File: src/rtl/simple_multiplier.sv
// Sequential radix-2 shift-add multiplier: one partial product per cycle, start_i/ready_o level handshake.
// Define MUL_SIGNED_EN to add the signed_i port and two's-complement operand/result handling.
module simple_multiplier #(
    parameter int WIDTH = 32
) (
    input  logic                 clk_i,
    input  logic                 rst_i,
    input  logic                 start_i,
    input  logic [WIDTH-1:0]     multiplicand_i,
    input  logic [WIDTH-1:0]     multiplier_i,
`ifdef MUL_SIGNED_EN
    input  logic                 signed_i,
`endif
    output logic [2*WIDTH-1:0]   product_o,
    output logic                 ready_o,
    output logic                 busy_o
);

    localparam int CW = $clog2(WIDTH) + 1;

    typedef enum logic [1:0] {
        IDLE = 2'd0,
        CALC = 2'd1,
        DONE = 2'd2
    } state_e;

    state_e               state_q, state_d;
    logic [WIDTH-1:0]     mcand_q, mcand_d;
    logic [WIDTH-1:0]     mplier_q, mplier_d;
    logic [WIDTH:0]       acc_q, acc_d;
    logic [CW-1:0]        count_q, count_d;
    logic [2*WIDTH-1:0]   product_q, product_d;
    logic                 neg_q, neg_d;

    logic [WIDTH-1:0]     op_a;
    logic [WIDTH-1:0]     op_b;
    logic                 op_neg;
    logic [WIDTH:0]       sum;
    logic [2*WIDTH-1:0]   raw_p;

    // Operand conditioning at accept time: magnitudes plus a result-sign flag.
    always_comb begin
`ifdef MUL_SIGNED_EN
        op_a   = (signed_i && multiplicand_i[WIDTH-1]) ? -multiplicand_i : multiplicand_i;
        op_b   = (signed_i && multiplier_i[WIDTH-1])   ? -multiplier_i   : multiplier_i;
        op_neg = signed_i & (multiplicand_i[WIDTH-1] ^ multiplier_i[WIDTH-1]);
`else
        op_a   = multiplicand_i;
        op_b   = multiplier_i;
        op_neg = 1'b0;
`endif
    end

    always_comb begin
        state_d   = state_q;
        mcand_d   = mcand_q;
        mplier_d  = mplier_q;
        acc_d     = acc_q;
        count_d   = count_q;
        product_d = product_q;
        neg_d     = neg_q;
        sum       = acc_q + (mplier_q[0] ? {1'b0, mcand_q} : '0);
        raw_p     = {acc_q[WIDTH-1:0], mplier_q};

        case (state_q)
            IDLE: begin
                if (start_i) begin
                    mcand_d  = op_a;
                    mplier_d = op_b;
                    neg_d    = op_neg;
                    acc_d    = '0;
                    count_d  = CW'(WIDTH);
                    state_d  = CALC;
                end
            end
            CALC: begin
                if (count_q != '0) begin
                    // Consumed multiplier bits fall off the bottom as product bits enter the top.
                    acc_d    = {1'b0, sum[WIDTH:1]};
                    mplier_d = {sum[0], mplier_q[WIDTH-1:1]};
                    count_d  = count_q - CW'(1);
                end else begin
`ifdef MUL_SIGNED_EN
                    product_d = neg_q ? -raw_p : raw_p;
`else
                    product_d = raw_p;
`endif
                    state_d   = DONE;
                end
            end
            DONE: begin
                if (!start_i) begin
                    state_d = IDLE;
                end
            end
            default: state_d = IDLE;
        endcase
    end

    always_ff @(posedge clk_i or posedge rst_i) begin
        if (rst_i) begin
            state_q   <= IDLE;
            mcand_q   <= '0;
            mplier_q  <= '0;
            acc_q     <= '0;
            count_q   <= '0;
            product_q <= '0;
            neg_q     <= 1'b0;
        end else begin
            state_q   <= state_d;
            mcand_q   <= mcand_d;
            mplier_q  <= mplier_d;
            acc_q     <= acc_d;
            count_q   <= count_d;
            product_q <= product_d;
            neg_q     <= neg_d;
        end
    end

    assign product_o = product_q;
    assign ready_o   = (state_q == DONE);
    assign busy_o    = (state_q == CALC);

`ifndef MUL_SIGNED_EN
    logic unused_neg;
    assign unused_neg = neg_q;
`endif

endmodule

File: config.mk
export PLATFORM = sky130hd
export DESIGN_NAME = simple_multiplier
export DESIGN_NICKNAME = d
export VERILOG_FILES = /design/src/rtl/simple_multiplier.sv
export SDC_FILE = /design/constraint.sdc
export NUM_CORES = 1
export LEC_CHECK = 0
export BUFFER_PORTS_ARGS = -buffer_cell sky130_fd_sc_hd__buf_2
export CAP_MARGIN = 25
export CELL_PAD_IN_SITES_DETAIL_PLACEMENT = 1
export CELL_PAD_IN_SITES_GLOBAL_PLACEMENT = 1
export CORE_ASPECT_RATIO = 0.7
export CORE_MARGIN = 2
export CORE_UTILIZATION = 44
export DETAILED_ROUTE_END_ITERATION = 10
export PLACE_DENSITY_LB_ADDON = 0.12
export SLEW_MARGIN = 20
export SYNTH_ARGS = -nofsm -noshare
export SYNTH_HDL_FRONTEND = slang
export SYNTH_SLANG_ARGS = --single-unit
File: constraint.sdc
create_clock -name clk_i -period 6 [get_ports clk_i]
set_clock_uncertainty 0.2 [all_clocks]
set_input_delay 0.3 -clock clk_i [delete_from_list [all_inputs] [get_ports clk_i]]
set_output_delay 0.3 -clock clk_i [all_outputs]
set_load 0.02 [all_outputs]
==> results of run 1 <==
-- metal layers --
layer  global-route usage  vias to the layer above
met5                    0                        -
met4               0.0609                        0
met3               0.0375                       18
met2                0.382                      113
met1                0.344                     3680
li1                     -                     3539
-- cell type report --
| cell class | count | share of cell area |
|---|---|---|
| clock buffers | 17 | 0.0391 |
| clock inverters | 15 | 0.0144 |
| inverters | 19 | 0.00714 |
| multi-input cells | 684 | 0.393 |
| flip-flops and latches | 168 | 0.387 |
| well taps | 270 | 0.0311 |
| repair buffers | 206 | 0.128 |
-- critical path: stages, from the launching register on --
cell and delay, ns:
sky130_fd_sc_hd__dfrtp_1 0.33, sky130_fd_sc_hd__buf_4 0.33, sky130_fd_sc_hd__and2_1 0.18, sky130_fd_sc_hd__ha_1 0.16
sky130_fd_sc_hd__inv_1 0.06, sky130_fd_sc_hd__fa_1 0.38, sky130_fd_sc_hd__nand2b_1 0.18, sky130_fd_sc_hd__a21oi_1 0.27
sky130_fd_sc_hd__o31ai_2 0.13, sky130_fd_sc_hd__nand3b_2 0.19, sky130_fd_sc_hd__o21ai_1 0.17, sky130_fd_sc_hd__or3_1 0.41
sky130_fd_sc_hd__a31oi_1 0.18
-- where the power goes --
group | leakage (nW) | switching (mW) | total [mW] | internal, mW
Clock | 0.285 | 0.535 | 1.09 | 0.556
Combinational | 2.99 | 2.06 | 3.33 | 1.27
Sequential | 2.07 | 0.370 | 2.05 | 1.68
-- stage by stage --
stage,util,worst slack [ns],hold WS [ns],instances,instance area (sq um)
2_1_floorplan,-,0.953,0.205,921,8780
3_3_place_gp,0.489,2.93,0.215,1281,9630
3_5_place_dp,0.489,2.82,0.218,1281,9630
4_1_cts,0.552,2.75,0.274,1379,10900
5_1_grt,0.552,2.50,0.290,1379,10900
6_report,0.552,2.74,0.272,1379,10900
-- cells by family (layout without fill, tap and decap cells) --
logic type               count (synthesis)  count (layout)  share of synthesized area
AND/OR/NAND/NOR                        386             386                      0.197
adder cells (fa/ha/maj)                 35              35                     0.0507
multiplexers                            66              66                     0.0842
buffers and inverters                   69             257                     0.0341
AO/OA/AOI/OAI                          179             179                      0.137
XOR/XNOR                                18              18                     0.0180
flip-flops                             168             168                      0.479
-- synth_stat cells, drive strengths merged (2+ instances only) --
cell / n
nand2: 211
dfrtp: 168
nor2: 68
mux2: 63
o21ai: 43
a31oi: 42
a21oi: 40
clkbuf: 34
ha: 34
and2: 33
nand3: 26
inv: 19
buf: 15
xor2: 11
a21o: 9
and3: 9
nor3: 8
nand4: 7
xnor2: 7
nand2b: 6
o21a: 5
o31ai: 5
o211ai: 4
or3: 4
a211oi: 3
mux2i: 3
nor2b: 3
nor3b: 3
o2111ai: 3
a211o: 2
a221o: 2
a311oi: 2
o21bai: 2
o311ai: 2
or4: 2
-- sequential cells by signal, indices dropped and copies added (netlist names) --
name       cells
mplier_q      32
acc_q         32
mcand_q       32
count_q        6
product_o     64
state_q        2
-- cell usage in the layout (no fill, tap or decap), drive strengths merged, types with 8 or more instances in the layout --
cell and n:
mux2 63, nor2 68, nand2 211, nand3 26
a21oi 40, and3 9, clkinv 8, xor2 11
a31oi 42, a21o 9, dfrtp 168, buf 140
o21ai 43, and2 33, clkbuf 17, nor3 8
dlygate4sd3 66, ha 34, inv 25
-- final timing paths --
path / to / slack [ns] / depth (start not counted)
max: acc_q[31] / 2.74 / 12
min: mcand_q[17] / 0.27 / 2
max reg2reg: acc_q[31] / 2.74 / 12
min reg2reg: mcand_q[17] / 0.27 / 2
max in group asynchronous: acc_q[17] / 4.13 / 4
min in group asynchronous: mplier_q[26] / 0.28 / 3
-- timing repair --
| item | CTS | global route |
|---|---|---|
| endpoints found under the hold margin | 128 | 0 |
| resized for setup | 0 | 0 |
| endpoints found under the setup margin | 0 | 0 |
| hold buffers | 66 | 0 |
==> impl_metrics.py, run 1 <==
metrics = {
    "setup_path": {
        "worst_setup_path_startpoint": "mplier_q[0]",
        "crit_path_max_fanout": 34,
        "worstSetupPathType": "register to register",
        "cp.required_ns": 6.15,
        "wp_data_arrival_ns": 3.41,
        "startpoint_type": "register",
        "critPathCaptureType": "register",
        "worstReg2RegStart": "mplier_q[0]",
    },
    "drt": {
        "met2_wire_length_um": 11300,
        "routed_wire_length_per_instance_um": 17.8,
        "first_iter_violations": 520,
        "routed-via-count": 7350,
        "remaining_drc_errors": 0,
        "wl_met1_um": 12500,
        "wirelength_um": 24600,
        "drt_first_pass_iters": 4,
        "detail_route.vias_per_cell": 5.33,
        "detailroute.wirelength.met3_um": 584,
        "topRoutingLayerUsed": "met4",
        "drtAntennaViolNets": 0,
    },
    "global_route": {
        "grt_antenna_before_repair": 0,
        "gr-total-overflow": 0,
        "grt_first_pass_wirelength_um": 40400,
        "pin_count_of_the_biggest_net_entering_global_routing": 68,
        "first_global_vias": 7739,
        "total_global_route_track_usage": 0.240,
    },
    "synthesis": {
        "synth-edff-count": 0,
        "synth_seq_area_share": 0.479,
        "post_synth.cell_area_avg_sq_um": 9.53,
        "post_synth_instance_area_sq_um": 8780,
        "yosys_most_used_dff": "sky130_fd_sc_hd__dfrtp_1",
        "syn-num-nets": 1023,
        "synth.largest_area_cell": "sky130_fd_sc_hd__dfrtp_1",
        "synth_top_cells_by_area": "sky130_fd_sc_hd__dfrtp_1, sky130_fd_sc_hd__nand2_1, sky130_fd_sc_hd__mux2_2, sky130_fd_sc_hd__ha_1, sky130_fd_sc_hd__a31oi_1",
        "synth_seq_cells": 168,
        "synth.lib_cells_used.distinct": 74,
        "synthCells": 921,
        "synth_async_sr_flop_share": 1.00,
        "synth-warning-count": 0,
        "synthDominantCellAreaShare": 0.479,
    },
    "clocking": {
        "cts_tree": "yes",
        "cts.htree.levels": 4,
        "cts_inserted_buffers": 17,
        "clk_pin_slew_worst_paths_ns": 0.07,
        "cts_root_buf": "sky130_fd_sc_hd__clkbuf_16",
        "cts_setup_buffers": 0,
        "cts.path.max_buffers": 2,
        "clock-sinks": 168,
        "later_pin_clock_latency_in_the_skew_report_ns": 0.44,
    },
    "pwr": {
        "peakVddDrop_v": 0.000222,
        "p_per_area_nw_per_um2": 596,
        "power_mw": 6.48,
        "power.leakage_nw": 5.35,
    },
    "timing": {
        "transition_time_at_the_pin_with_the_least_slew_margin_ns": 0.850,
        "final_hold_viol_count": 0,
        "slew_viol_final": 0,
        "setup_violations": 0,
        "rsz_0062_raised_after_global_routing": "false",
        "clock.fmax_mhz": 307,
        "final.period_utilization": 0.543,
        "timing.setup.tns_ns": 0,
        "worst_slew_margin_rel": 0.433,
        "finalWorstPathRequiredPeriod_ns": 3.26,
    },
    "place": {
        "numPortBuffers": 132,
        "gp_congestion": 0.817,
        "detailed_place_hpwl_um": 15900,
    },
    "die": {
        "floorplan.die.width_um": 173,
        "start_util": 0.446,
        "die_height_um": 122,
        "design.die.area_sq_um": 21100,
        "std_cell_rows": 43,
        "core_area_sq_um": 19700,
        "ios": 133,
    },
    "min_path": {
        "worst_hold_startpoint": "mcand_q[17]",
        "worstHoldPathType": "register to register",
    },
    "cells_and_area": {
        "n_antenna_cell": 0,
        "layout.filler_cells": 2281,
        "multi_input_area_sq_um": 4280,
        "area_grow_syn2layout_pct": 23.8,
        "nets": 1198,
        "final_layout_size_suffix_gt1_frac": 0.234,
        "register_area_sq_um": 4200,
    },
    "run": {
        "maxCapViolations": 0,
    },
    "run_status": {
        "outcome": "completed",
    },
}
No activity file was read; power rests on OpenSTA's default activity.
==> run 2: changes to the inputs <==
- CORE_UTILIZATION: 44 -> 40
- clock period: 6 -> 2.6 ns (I/O delays scaled with it)
==> run 2 against run 1 <==
  * The flow now finishes with violations (negative setup slack)
  * Clock power up 140%
  * Via count up 6.7%
  * Sequential share of layout area down 4.9 points
  * Flip-flop and latch count unchanged
  * Worst setup slack worse by 3.0 ns
  * Count of clock-buffer cells in the layout unchanged
  * Utilization up 2.4 points
  * Largest cell class unchanged
  * Non-clock buffer count up 106
  * Critical endpoint is now acc_q[30]
  * Worst hold slack worse by 0.072 ns
  * First-iteration DRC count down 5.6%
  * Highest routed layer unchanged
==> impl_metrics.py, run 2 (synthesized netlist as in run 1, its figures left out) <==
metrics = {
    "pwr": {
        "peakVddDrop_v": 0.000621,
        "p_per_area_nw_per_um2": 1450,
        "power.leakage_nw": 5.95,
    },
    "drt": {
        "drt_first_pass_iters": 4,
        "routed_wire_length_per_instance_um": 18.5,
        "detail_route.vias_per_cell": 5.24,
        "wirelength_um": 27700,
        "routed-via-count": 7842,
        "remaining_drc_errors": 0,
        "drtAntennaViolNets": 0,
        "first_iter_violations": 491,
    },
    "die": {
        "die_height_um": 128,
        "start_util": 0.406,
        "design.die.area_sq_um": 23200,
        "floorplan.die.width_um": 181,
        "core_area_sq_um": 21600,
        "std_cell_rows": 45,
        "ios": 133,
    },
    "timing": {
        "final_hold_viol_count": 0,
        "slew_viol_final": 0,
        "rsz_0062_raised_after_global_routing": "true",
        "smallest_setup_slack_after_layout_ns": -0.208,
        "setup_violations": 16,
        "transition_time_at_the_pin_with_the_least_slew_margin_ns": 0.723,
        "final.period_utilization": 1.08,
        "clock.fmax_mhz": 356,
        "finalWorstPathRequiredPeriod_ns": 2.81,
        "timing.setup.tns_ns": -1.73,
        "worst_slew_margin_rel": 0.518,
    },
    "setup_path": {
        "reg2reg_capture_point": "acc_q[30]",
        "crit_path_cell_trace": "buf_12 -> and2_1 -> ha_4 -> and2_4 -> and3_4 -> o2111ai_4 -> nand3_4 -> nand2_2 -> a221o_1 -> a211o_1",
        "critPathCaptureType": "register",
        "critical_path.slowest_cell": "sky130_fd_sc_hd__dfrtp_1",
        "wp_data_arrival_ns": 2.93,
        "max_incr_delay_on_cp_ns": 0.43,
        "crit_path_max_fanout": 16,
        "number_of_cell_instances_on_the_worst_register_to_register_path": 10,
        "worstSetupPathType": "register to register",
        "cp.required_ns": 2.72,
        "startpoint_type": "register",
        "worstReg2RegStart": "mplier_q[0]",
        "reg2reg_setup_slack_ns": -0.21,
    },
    "cells_and_area": {
        "utilization": 0.576,
        "mostFrequentLayoutCell": "sky130_fd_sc_hd__nand2_1",
        "n_antenna_cell": 0,
        "final_layout_size_suffix_gt1_frac": 0.371,
        "number_of_flip_flops_under_the_largest_register_name": 64,
        "area_grow_syn2layout_pct": 41.8,
        "nets": 1304,
        "highest_count_cells_in_the_layout_ignoring_fill_and_taps": "sky130_fd_sc_hd__nand2_1, sky130_fd_sc_hd__dfrtp_1, sky130_fd_sc_hd__buf_2",
    },
    "min_path": {
        "worstHoldPathType": "primary input to asynchronous set/reset pin",
    },
    "global_route": {
        "total_global_route_track_usage": 0.243,
        "gr-total-overflow": 0,
        "first_global_vias": 8240,
        "pin_count_of_the_biggest_net_entering_global_routing": 132,
        "grt_first_pass_wirelength_um": 44400,
        "grt_antenna_before_repair": 0,
    },
    "run": {
        "maxCapViolations": 0,
    },
    "clocking": {
        "cts_inserted_buffers": 17,
        "cts.path.max_buffers": 2,
        "clock-sinks": 168,
        "cts_root_buf": "sky130_fd_sc_hd__clkbuf_16",
        "cts_tree": "yes",
        "later_pin_clock_latency_in_the_skew_report_ns": 0.45,
        "cts.htree.levels": 4,
        "clk_pin_slew_worst_paths_ns": 0.07,
    },
    "place": {
        "gp_congestion": 0.839,
        "numPortBuffers": 132,
        "detailed_place_hpwl_um": 17800,
    },
    "run_status": {
        "outcome": "finished, violations left",
        "failing_checks": "negative setup slack",
    },
}
## run 2: timing repair
item / 4_1_cts / 5_1_grt
pin swaps: 15 / 17
hold buffers: 66 / 0
hold endpoints to repair: 233 / 0
buffers inserted: 7 / 8
setup endpoints to repair: 23 / 24
resized for setup: 79 / 42
## run 2: worst max-delay path, delay by kind of cell, from the launching register on
kind | cells | cell delay (ns)
adder cells (fa/ha/maj) | 1 | 0.30
flip-flops | 1 | 0.43
AO/OA/AOI/OAI | 3 | 0.77
AND/OR/NAND/NOR | 5 | 0.81
buffers and inverters | 1 | 0.17
## run 2: power by group
group          switching, mW  total [mW]  internal (mW)
sequential             0.934        4.82           3.89
combinational           5.83        10.6           4.79
clock                   1.17        2.61           1.44
total                   7.93        18.1           10.1
## run 2: per-stage QoR
step | power (mW) | cell area [sq um] | hold WS, ns | setup WS [ns] | std cells
6_report | 18.1 | 12400 | 0.200 | -0.208 | 1497
5_1_grt | 19.3 | 12400 | 0.219 | -0.298 | 1497
4_1_cts | 17.5 | 12200 | 0.192 | -0.182 | 1489
3_5_place_dp | 13.7 | 10500 | 0.128 | -0.334 | 1384
3_3_place_gp | 13.4 | 10500 | 0.122 | -0.209 | 1384
2_1_floorplan | 10.3 | 8870 | 0.0354 | -0.0301 | 921
## run 2: worst max-delay path by stage
stage	slack (ns)	end	depth (start not counted)	from
final	-0.21	acc_q[30]	10	mplier_q[0]
after global placement	-0.21	acc_q[30]	10	mplier_q[0]
after CTS	-0.18	acc_q[29]	12	mplier_q[0]
after floorplan	-0.03	acc_q[29]	11	mplier_q[0]
after global routing	-0.30	acc_q[29]	12	mplier_q[0]
after detailed placement	-0.33	acc_q[30]	10	mplier_q[0]
## run 2: layout make-up
cell class	count	area (sq um)
well taps	282	353
inverters	19	75.1
multi-input cells	684	4960
fillers	2447	9170
repair buffers	312	2260
clock inverters	15	168
flip-flops and latches	168	4200
clock buffers	17	425
## run 2: metal layers
metal | vias to the layer above | share of wire | GRT usage
li1 | 3762 | - | -
met3 | 23 | 0.031 | 0.0412
met1 | 3924 | 0.50 | 0.346
met5 | - | 0 | 0
met2 | 133 | 0.46 | 0.388
met4 | 0 | 0.011 | 0.0622
==> run 3: changes to the inputs <==
- CORE_UTILIZATION: 40 -> 41
- CTS_BUF_LIST: unset -> sky130_fd_sc_hd__clkbuf_4 sky130_fd_sc_hd__clkbuf_8
==> run 3 against run 2 <==
  * The flow still finishes with violations (negative setup slack)
  * Sequential power is essentially flat
  * Utilization up 2.4 points
  * Non-clock buffer count up 17
  * Maximum frequency grew 1.9%
  * Total power fell by 0.84%
  * Die area decreased by 2.4%
  * Largest cell class unchanged
  * Largest power group unchanged
==> impl_metrics.py, run 3 (synthesized netlist as in run 1, its figures left out) <==
metrics = {
    "place": {
        "post-place-ws_ns": -0.315,
        "dp_cells": 1385,
        "dpl-instance-area_sq_um": 10500,
        "detailed_place_hpwl_um": 17900,
        "gp_congestion": 0.818,
        "numPortBuffers": 132,
    },
    "die": {
        "start_util": 0.421,
        "core_area_sq_um": 20900,
        "ios": 133,
        "std_cell_rows": 44,
        "floorplan.die.width_um": 179,
        "design.die.area_sq_um": 22600,
        "die_height_um": 126,
    },
    "timing": {
        "worst_slew_margin_rel": 0.567,
        "finalWorstPathRequiredPeriod_ns": 2.76,
        "final.period_utilization": 1.06,
        "transition_time_at_the_pin_with_the_least_slew_margin_ns": 0.649,
        "setup_violations": 17,
        "smallest_setup_slack_after_layout_ns": -0.157,
        "timing.setup.tns_ns": -1.48,
        "clock.fmax_mhz": 363,
        "fin_worst_hold_slack_ns": 0.114,
        "final_hold_viol_count": 0,
        "rsz_0062_raised_after_global_routing": "true",
        "slew_viol_final": 0,
    },
    "run": {
        "maxCapViolations": 0,
    },
    "cells_and_area": {
        "area_grow_syn2layout_pct": 42.6,
        "layout.filler_cells": 2335,
        "final_layout_size_suffix_gt1_frac": 0.383,
        "highest_count_cells_in_the_layout_ignoring_fill_and_taps": "sky130_fd_sc_hd__nand2_1, sky130_fd_sc_hd__dfrtp_1, sky130_fd_sc_hd__buf_2",
        "fin_area_sq_um": 12500,
        "register_area_sq_um": 4210,
        "layout.cells.non_filler": 1509,
        "number_of_flip_flops_under_the_largest_register_name": 64,
        "mostFrequentLayoutCell": "sky130_fd_sc_hd__nand2_1",
        "nets": 1321,
        "multi_input_area_sq_um": 5060,
        "utilization": 0.600,
    },
    "clocking": {
        "clock-sinks": 168,
        "cts_inserted_buffers": 17,
        "clk_pin_slew_worst_paths_ns": 0.12,
        "cts_root_buf": "sky130_fd_sc_hd__clkbuf_8",
        "later_pin_clock_latency_in_the_skew_report_ns": 0.49,
        "cts.path.max_buffers": 2,
        "cts_tree": "yes",
        "cts.htree.levels": 4,
    },
    "pwr": {
        "netSwitchingPower_mw": 8.17,
        "p_per_area_nw_per_um2": 1430,
        "peakVddDrop_v": 0.000552,
        "comb_power_share": 0.621,
        "p_int_mw": 9.73,
        "power.leakage_nw": 5.98,
        "power_switching_share": 0.456,
        "p_seq_frac": 0.270,
        "power_mw": 17.9,
        "power.clock.fraction": 0.110,
    },
    "setup_path": {
        "critical_path.slowest_cell": "sky130_fd_sc_hd__dfrtp_2",
        "max_incr_delay_on_cp_ns": 0.46,
        "crit_path_max_fanout": 15,
        "startpoint_type": "register",
        "cp.required_ns": 2.80,
        "worstSetupPathType": "register to register",
        "wp_data_arrival_ns": 2.96,
        "worst_setup_path_startpoint": "mplier_q[0]",
        "critPathCaptureType": "register",
        "crit_path_cell_trace": "buf_12 -> and2_4 -> ha_4 -> and3_4 -> o2111a_1 -> o31ai_4 -> buf_4 -> nand3b_4 -> o21ai_4 -> or3_1 -> a31oi_1",
        "worstReg2RegStart": "mplier_q[0]",
        "crit_family": "simple AND/OR/NAND/NOR gates",
        "cp_num_buf_inv": 2,
    },
    "drt": {
        "remaining_drc_errors": 0,
        "routed_wire_length_per_instance_um": 18.9,
        "drt_first_pass_iters": 5,
        "routed-via-count": 8031,
        "first_iter_violations": 510,
        "wirelength_um": 28500,
        "drtAntennaViolNets": 0,
        "detail_route.vias_per_cell": 5.32,
    },
    "global_route": {
        "pin_count_of_the_biggest_net_entering_global_routing": 104,
        "total_global_route_track_usage": 0.255,
        "grt_antenna_before_repair": 0,
        "gr-total-overflow": 0,
        "grt_first_pass_wirelength_um": 45100,
        "first_global_vias": 8653,
    },
    "min_path": {
        "worstHoldPathType": "primary input to asynchronous set/reset pin",
    },
    "run_status": {
        "failing_checks": "negative setup slack",
        "outcome": "finished, violations left",
    },
}
==> run 3: final cells by class <==
| class | count | share of cell area |
|---|---|---|
| diodes | 1 | 0.000200 |
| inverters | 19 | 0.00600 |
| repair buffers | 329 | 0.194 |
| multi-input cells | 684 | 0.404 |
| clock inverters | 14 | 0.0122 |
| well taps | 276 | 0.0276 |
| flip-flops and latches | 168 | 0.336 |
| clock buffers | 18 | 0.0198 |
==> run 3: repair_timing <==
action | in CTS | in global routing
resized for setup | 81 | 65
pin swaps | 22 | 20
endpoints found under the hold margin | 234 | 0
hold buffers | 74 | 0
setup buffers | 10 | 7
endpoints found under the setup margin | 23 | 26
==> run 3: power groups by stage <==
| stage | clock [mW] | sequential, mW | combinational [mW] |
|---|---|---|---|
| finish | 1.96 | 4.83 | 11.1 |
| global route | 2.10 | 5.01 | 12.1 |
| CTS | 2.00 | 4.80 | 10.1 |
| detailed placement | 0 | 4.78 | 8.93 |
| global placement | 0 | 4.73 | 8.68 |
| floorplan | 0 | 5.03 | 5.31 |
==> run 3: worst paths after layout <==
kind / slack [ns] / cells after the start / to
worst min register to register: 0.28 / 2 / mcand_q[19]
min in group clk_i: 0.16 / 4 / mcand_q[18]
worst max register to register: -0.16 / 11 / acc_q[31]
max in group asynchronous: 1.44 / 4 / mplier_q[0]
worst max-delay path: -0.16 / 11 / acc_q[31]
worst min-delay path: 0.11 / 4 / product_o[24]
==> run 3: routing by layer <==
| layer | share of wire | vias to the layer above | wire length, um | GRT usage |
|---|---|---|---|---|
| met5 | 0 | - | 0 | 0 |
| met4 | 0.016 | 0 | 459 | 0.0693 |
| met3 | 0.031 | 30 | 895 | 0.0384 |
| met2 | 0.47 | 159 | 13300 | 0.414 |
| met1 | 0.48 | 4054 | 13800 | 0.356 |
| li1 | - | 3788 | - | - |
==> run 3: tightest hold or removal path, cell delays in order <==
cell                            delay, ns
sky130_fd_sc_hd__dlygate4sd3_1       0.54
sky130_fd_sc_hd__buf_2               0.14
sky130_fd_sc_hd__clkinvlp_4          0.10
sky130_fd_sc_hd__buf_12              0.30
